<file path="src/rtl/esop_pkg.sv">
// Shared types and defaults for the sequential ESOP cube evaluator.
package esop_pkg;

    localparam int NUM_VARS_DEF  = 10;
    localparam int MAX_CUBES_DEF = 32;

    typedef struct packed {
        logic [NUM_VARS_DEF-1:0] care;
        logic [NUM_VARS_DEF-1:0] pol;
    } cube_t;

    typedef enum logic [1:0] {
        IDLE,
        EVAL,
        DONE
    } esop_state_e;

endpackage

</file>
<file path="src/rtl/esop_cube_sequencer_if.sv">
// Configuration, input-vector and result handshake bundle of the ESOP sequencer.
interface esop_cube_sequencer_if
    import esop_pkg::*;
#(
    parameter int NUM_VARS  = NUM_VARS_DEF,
    parameter int MAX_CUBES = MAX_CUBES_DEF
);
    localparam int CW = $clog2(MAX_CUBES);

    logic                cfg_we;
    logic [CW-1:0]       cfg_addr;
    logic [NUM_VARS-1:0] cfg_care;
    logic [NUM_VARS-1:0] cfg_pol;
    logic                cfg_num_we;
    logic [CW:0]         cfg_num;
    logic                cfg_err;
    logic                in_valid;
    logic                in_ready;
    logic [NUM_VARS-1:0] in_x;
    logic                out_valid;
    logic                out_ready;
    logic                out_f;
    logic [CW:0]         out_hits;

    modport slave (
        input  cfg_we, cfg_addr, cfg_care, cfg_pol, cfg_num_we, cfg_num,
        input  in_valid, in_x, out_ready,
        output cfg_err, in_ready, out_valid, out_f, out_hits
    );

    modport master (
        output cfg_we, cfg_addr, cfg_care, cfg_pol, cfg_num_we, cfg_num,
        output in_valid, in_x, out_ready,
        input  cfg_err, in_ready, out_valid, out_f, out_hits
    );

endinterface

</file>
<file path="src/rtl/esop_cube_match.sv">
// Combinational single-cube test: the cube matches when every cared variable equals its polarity.
module esop_cube_match
    import esop_pkg::*;
#(
    parameter int NUM_VARS = NUM_VARS_DEF
) (
    input  logic [NUM_VARS-1:0] i_care,
    input  logic [NUM_VARS-1:0] i_pol,
    input  logic [NUM_VARS-1:0] i_x,
    output logic                o_match
);

    assign o_match = ~|((i_x ^ i_pol) & i_care);

endmodule

</file>
<file path="src/rtl/esop_cube_sequencer.sv">
// Time-multiplexed ESOP evaluator: one programmable cube per cycle, XOR/popcount accumulated.
module esop_cube_sequencer
    import esop_pkg::*;
#(
    parameter int NUM_VARS  = NUM_VARS_DEF,
    parameter int MAX_CUBES = MAX_CUBES_DEF
) (
    input  logic                 clk,
    input  logic                 rst_n,
    esop_cube_sequencer_if.slave bus
);

    localparam int          CW      = $clog2(MAX_CUBES);
    localparam logic [CW:0] MAX_CNT = (CW+1)'(MAX_CUBES);

    esop_state_e r_state;
    esop_state_e w_next;

    logic [MAX_CUBES-1:0][NUM_VARS-1:0] r_care;
    logic [MAX_CUBES-1:0][NUM_VARS-1:0] r_pol;
    logic [CW:0]                        r_num;
    logic [CW-1:0]                      r_idx;
    logic [NUM_VARS-1:0]                r_x;
    logic                               r_acc;
    logic [CW:0]                        r_hits;
    logic                               r_cfg_err;

    logic        w_idle;
    logic        w_eval;
    logic        w_accept;
    logic        w_addr_ok;
    logic        w_cube_wr;
    logic        w_num_wr;
    logic        w_drop;
    logic        w_last;
    logic        w_match;
    logic [CW:0] w_num_sat;
    logic [CW:0] w_num_eff;

    assign w_idle    = (r_state == IDLE);
    assign w_eval    = (r_state == EVAL);
    assign w_accept  = w_idle & bus.in_valid;
    assign w_addr_ok = ({1'b0, bus.cfg_addr} < MAX_CNT);
    assign w_cube_wr = bus.cfg_we & w_idle & w_addr_ok;
    assign w_num_wr  = bus.cfg_num_we & w_idle;
    assign w_drop    = (bus.cfg_we & ~(w_idle & w_addr_ok)) | (bus.cfg_num_we & ~w_idle);
    assign w_num_sat = (bus.cfg_num > MAX_CNT) ? MAX_CNT : bus.cfg_num;
    // A count written in the accept cycle already governs this evaluation.
    assign w_num_eff = w_num_wr ? w_num_sat : r_num;
    assign w_last    = ({1'b0, r_idx} == (r_num - 1'b1));

    esop_cube_match #(
        .NUM_VARS (NUM_VARS)
    ) u_match (
        .i_care  (r_care[r_idx]),
        .i_pol   (r_pol[r_idx]),
        .i_x     (r_x),
        .o_match (w_match)
    );

    always_ff @(posedge clk or negedge rst_n) begin
        if (!rst_n) begin
            r_state <= IDLE;
        end else begin
            r_state <= w_next;
        end
    end

    always_comb begin
        w_next = r_state;
        case (r_state)
            IDLE: begin
                if (bus.in_valid) begin
                    w_next = (w_num_eff == '0) ? DONE : EVAL;
                end
            end
            EVAL: begin
                if (w_last) begin
                    w_next = DONE;
                end
            end
            DONE: begin
                if (bus.out_ready) begin
                    w_next = IDLE;
                end
            end
            default: w_next = IDLE;
        endcase
    end

    // Cube store lives in flops so the whole list clears with the asynchronous reset.
    always_ff @(posedge clk or negedge rst_n) begin
        if (!rst_n) begin
            r_care    <= '0;
            r_pol     <= '0;
            r_num     <= '0;
            r_idx     <= '0;
            r_x       <= '0;
            r_acc     <= 1'b0;
            r_hits    <= '0;
            r_cfg_err <= 1'b0;
        end else begin
            r_cfg_err <= w_drop;
            if (w_cube_wr) begin
                r_care[bus.cfg_addr] <= bus.cfg_care;
                r_pol[bus.cfg_addr]  <= bus.cfg_pol;
            end
            if (w_num_wr) begin
                r_num <= w_num_sat;
            end
            if (w_accept) begin
                r_x    <= bus.in_x;
                r_acc  <= 1'b0;
                r_hits <= '0;
                r_idx  <= '0;
            end else if (w_eval) begin
                r_acc  <= r_acc ^ w_match;
                r_hits <= r_hits + {{CW{1'b0}}, w_match};
                r_idx  <= r_idx + 1'b1;
            end
        end
    end

    assign bus.in_ready  = w_idle;
    assign bus.out_valid = (r_state == DONE);
    assign bus.out_f     = r_acc;
    assign bus.out_hits  = r_hits;
    assign bus.cfg_err   = r_cfg_err;

endmodule
</file>
<file path="src/flat_wrapper.sv">
// flat-port wrapper written by rule: the top's interface ports become plain ports
module esop_cube_sequencer_flat import esop_pkg::*;
#(
    parameter int NUM_VARS  = NUM_VARS_DEF,
    parameter int MAX_CUBES = MAX_CUBES_DEF
)
  (clk, rst_n, bus_cfg_we, bus_cfg_addr, bus_cfg_care, bus_cfg_pol, bus_cfg_num_we, bus_cfg_num, bus_in_valid, bus_in_x, bus_out_ready, bus_cfg_err, bus_in_ready, bus_out_valid, bus_out_f, bus_out_hits);
  esop_cube_sequencer_if #(.NUM_VARS(NUM_VARS), .MAX_CUBES(MAX_CUBES)) bus_i ();
  input  logic clk;
  input  logic rst_n;
  input wire logic [$bits(bus_i.cfg_we)-1:0] bus_cfg_we;
  input wire logic [$bits(bus_i.cfg_addr)-1:0] bus_cfg_addr;
  input wire logic [$bits(bus_i.cfg_care)-1:0] bus_cfg_care;
  input wire logic [$bits(bus_i.cfg_pol)-1:0] bus_cfg_pol;
  input wire logic [$bits(bus_i.cfg_num_we)-1:0] bus_cfg_num_we;
  input wire logic [$bits(bus_i.cfg_num)-1:0] bus_cfg_num;
  input wire logic [$bits(bus_i.in_valid)-1:0] bus_in_valid;
  input wire logic [$bits(bus_i.in_x)-1:0] bus_in_x;
  input wire logic [$bits(bus_i.out_ready)-1:0] bus_out_ready;
  output wire logic [$bits(bus_i.cfg_err)-1:0] bus_cfg_err;
  output wire logic [$bits(bus_i.in_ready)-1:0] bus_in_ready;
  output wire logic [$bits(bus_i.out_valid)-1:0] bus_out_valid;
  output wire logic [$bits(bus_i.out_f)-1:0] bus_out_f;
  output wire logic [$bits(bus_i.out_hits)-1:0] bus_out_hits;
  assign bus_i.cfg_we = bus_cfg_we;
  assign bus_i.cfg_addr = bus_cfg_addr;
  assign bus_i.cfg_care = bus_cfg_care;
  assign bus_i.cfg_pol = bus_cfg_pol;
  assign bus_i.cfg_num_we = bus_cfg_num_we;
  assign bus_i.cfg_num = bus_cfg_num;
  assign bus_i.in_valid = bus_in_valid;
  assign bus_i.in_x = bus_in_x;
  assign bus_i.out_ready = bus_out_ready;
  assign bus_cfg_err = bus_i.cfg_err;
  assign bus_in_ready = bus_i.in_ready;
  assign bus_out_valid = bus_i.out_valid;
  assign bus_out_f = bus_i.out_f;
  assign bus_out_hits = bus_i.out_hits;
  esop_cube_sequencer #(.NUM_VARS(NUM_VARS), .MAX_CUBES(MAX_CUBES)) u_core (.clk(clk), .rst_n(rst_n), .bus(bus_i));
endmodule
</file>
<file path="config.mk">
export PLATFORM = sky130hd
export DESIGN_NAME = esop_cube_sequencer_flat
export DESIGN_NICKNAME = d
export VERILOG_FILES = /design/src/rtl/esop_pkg.sv /design/src/rtl/esop_cube_sequencer_if.sv /design/src/rtl/esop_cube_match.sv /design/src/rtl/esop_cube_sequencer.sv /design/src/flat_wrapper.sv
export SDC_FILE = /design/constraint.sdc
export NUM_CORES = 1
export LEC_CHECK = 0
export CORE_MARGIN = 2
export CORE_UTILIZATION = 40
export DETAILED_ROUTE_END_ITERATION = 6
export PLACE_DENSITY = 0.61
export SLEW_MARGIN = 20
export SYNTH_ARGS = -nofsm -noshare
export SYNTH_HDL_FRONTEND = slang
export SYNTH_SLANG_ARGS = --single-unit
export TNS_END_PERCENT = 10
</file>
<file path="constraint.sdc">
create_clock -name clk -period 4.4 [get_ports clk]
set_input_delay 0.88 -clock clk [delete_from_list [all_inputs] [get_ports clk]]
set_output_delay 0.88 -clock clk [all_outputs]
set_load 0.05 [all_outputs]
</file>
==> impl_metrics.tcl <==
set metrics [dict create \
    run_status "complete, no violations" \
    die-area_um2 79700 \
    worst_slew_margin_rel 0.222 \
    timing.final.max_slew_violations 0 \
    synth-edff-count 0 \
    layout.area.seq_um2 16800 \
    required_ps 4910 \
    timing.critical_path.from_type "register" \
    grt_overflow_total 0 \
    powerDensity_nw_per_um2 360 \
    setup.worst_path.start "u_core.r_idx[0]$_DFFE_PN0P_" \
    timing.clock.skew_ps 42.1 \
    number_of_global_route_vias_before_repair 19500 \
    share_of_final_layout_standard_cells_stronger_than_drive_strength_1 0.480 \
    peak_fanout_along_the_critical_path 29 \
    cp-end-kind "register" \
    synthesized_netlist_net_count 2136 \
    timing.setup.tns_ps 0 \
    hold_path_class "in2async" \
    synth_warnings 0 \
    synth_top_cell_area_share 0.542 \
    numCtsBuffers 75 \
    place_hpwl_um 57800 \
    setup_slack_ps 263 \
    drt_pass1_iterations 5 \
    post_layout_nonfiller_instances 3242 \
    drt-total-wl_um 88300 \
    setup.worst_path.class "reg2reg" \
    h-tree-depth 3 \
    final_nets 2196 \
    drtIter0Drc 1593 \
    arrival_time_of_the_worst_setup_path_ps 4650 \
    die_w_um 282 \
    post-place-cells 3108 \
    count_of_input_and_output_buffers 56 \
    synth_ff_type "dfrtp_1" \
    number_of_nets_with_antenna_violations_after_detailed_routing 0 \
    tritoncts_num_sinks 671 \
    floorplan.core_area_um2 77100 \
    biggest_area_contributors_in_the_synthesized_netlist "dfrtp_1 54%, mux2_2 24%, mux4_2 8.6%, mux2i_1 3.2%, clkbuf_1 1.6%" \
    ff2ff_setup_slack_ps 260 \
    ys_types 64 \
    grt_usage 0.224 \
    grt_start_max_net_pins 120 \
    path_clk_slew_ps 60 \
    gpl.final_weighted_congestion 0.897 \
    syn_avg_cell_area_um2 14.9 \
    fin_area_um2 35600 \
    post-cts-setup-buffers 0 \
    finalWorstPathRequiredPeriod_ps 4140 \
    async_reset_ff_frac 1.00 \
    synth_seq_area_share 0.542 \
    drcViolationCount 0 \
    syn_to_final_growth_pct 15.0 \
    static-leakage-power_nw 17.8 \
    post_layout_util 0.462 \
    syn_area_um2 31000 \
    grt_first_pass_wirelength_um 130000 \
    max_cap_violations 0 \
    timing_hold_violations_final 0 \
    worst_slew_pin_slew_ps 1160 \
    number_of_storage_elements_in_the_synthesis_netlist 671 \
    io-pin-count 57 \
    antenna_found_initial 4 \
    detailroute.via_count 18800 \
    clock_tree.root_cell "clkbuf_16" \
    synth_cells 2085 \
    dpl-instance-area_um2 33200 \
    power.ir.vdd_worst_uv 254 \
    layout_worst_path_cycle_share 0.940 \
    critical_path.reg2reg.startpoint "u_core.r_idx[0]$_DFFE_PN0P_" \
    maxClockFrequency_mhz 242 \
    wl_per_cell_um 27.2 \
    place_ws_ps 74.6 \
    clock_latency_ps 630 \
    drt-vias-per-instance 5.79 \
    report.final.setup_viol 0 \
    netlist.top_cell.by_area "dfrtp_1" \
    cts-root-to-sink-buffers 3 \
    tritoncts_clock_tree "yes" \
    rr_endpoint "u_core.bus.out_hits[5]$_DFFE_PN0P_" \
    multiInputGateArea_um2 13300 \
    initial_core_util 0.402 \
    layout.filler_cells 6759 \
    ff2ff_path_depth 13 \
    cp-endpoint "u_core.bus.out_hits[5]$_DFFE_PN0P_" \
    chipHeight_um 282 \
    placementRows 102 \
    unrepaired_setup_endpoints_after_global_routing "no" \
]
## cell usage after synthesis, drive strengths merged, types with 21 or more instances
library cell	instances
o21ai	21
dfrtp	671
mux4	123
mux2	659
nand2	58
a22oi	35
clkbuf	128
nor2	35
buf	63
mux2i	100
## routing by layer
metal  global-route usage  vias to the layer above  wire (µm)
li1                     -                     7839          -
met1                0.310                    10200      38300
met2                0.358                      547      42000
met3               0.0482                      159       5650
met4               0.0608                        6       2260
met5                    0                        -         42
## timing repair
| item | 4_1_cts | 5_1_grt |
|---|---|---|
| hold buffers | 0 | 0 |
| resized for setup | 0 | 1 |
| setup endpoints to repair | 0 | 4 |
## logic make-up after synthesis
| family | after synthesis | synth area share |
|---|---|---|
| adders and majority gates | 4 | 0.00162 |
| xor gates and xnor gates | 16 | 0.00452 |
| AOI/OAI and AO/OA | 134 | 0.0312 |
| and+or+nand+nor | 179 | 0.0296 |
| muxes | 882 | 0.362 |
| buffers and inverters | 199 | 0.0296 |
| DFF | 671 | 0.542 |
## registers in the layout, summed over array words and instances, names as in the netlist
register,count
u_core.r_care,320
u_core.r_pol,320
u_core.r_x,10
u_core.bus.out_hits,6
u_core.r_num,6
u_core.r_idx,5
u_core.r_state,2
u_core.bus.cfg_err,1
u_core.bus.out_f,1
## where the power goes
group	switching, mW	leakage (nW)	total, mW	internal (mW)
clock network	2.53	1.23	6.36	3.83
logic	0.232	7.23	0.286	0.0544
registers	0.000160	9.34	6.17	6.17
total	2.76	17.8	12.8	10.1
## cell type report
class | instances | area share
Clock inverter | 25 | 0.00822
Antenna cell | 1 | 0.0000702
Clock buffer | 108 | 0.0619
Tap cell | 1040 | 0.0365
Multi-Input combinational cell | 1215 | 0.374
Sequential cell | 671 | 0.471
Inverter | 8 | 0.000843
Timing Repair Buffer | 174 | 0.0467
## placed cells by master, fill, tap and decap left out, drive strengths merged, types with 8 or more instances in the layout
cell type / instances
a21oi: 14
a221oi: 14
a22oi: 35
buf: 134
clkbuf: 108
clkdlybuf4s50: 40
clkinv: 16
dfrtp: 671
inv: 8
mux2: 659
mux2i: 100
mux4: 123
nand2: 58
nand2b: 8
nand3: 14
nor2: 35
nor2b: 14
nor3: 10
o211ai: 8
o21ai: 21
xnor2: 10
## worst min-delay path by stage
stage	start	to	slack, ps
6_report	rst_n	u_core.r_care[172]$_DFFE_PN0P_	320
5_1_grt	rst_n	u_core.r_care[172]$_DFFE_PN0P_	350
4_1_cts	rst_n	u_core.r_care[172]$_DFFE_PN0P_	310
3_5_place_dp	u_core.r_pol[11]$_DFFE_PN0P_	u_core.r_pol[11]$_DFFE_PN0P_	490
3_3_place_gp	u_core.bus.out_f$_DFFE_PN0P_	u_core.bus.out_f$_DFFE_PN0P_	470
2_1_floorplan	u_core.r_pol[116]$_DFFE_PN0P_	u_core.r_pol[116]$_DFFE_PN0P_	470
## through the flow
step	total power, mW	hold WS (ps)
after floorplan	6.36	470
after global placement	6.58	471
after detailed placement	6.59	486
after CTS	12.9	315
after global routing	13.2	347
final	12.8	316
## worst max-delay path, stage by stage (launching register included)
cell and delay, ps:
dfrtp_4 620, buf_12 240, buf_12 270, mux4_1 590
mux2_2 290, a22oi_1 240, o221ai_1 170, xor2_1 170
a22o_1 280, nor4_4 340, ha_1 250, nand4_1 170
o211ai_1 240, o31ai_1 90
Note: power is estimated with default switching activity, not from simulation.
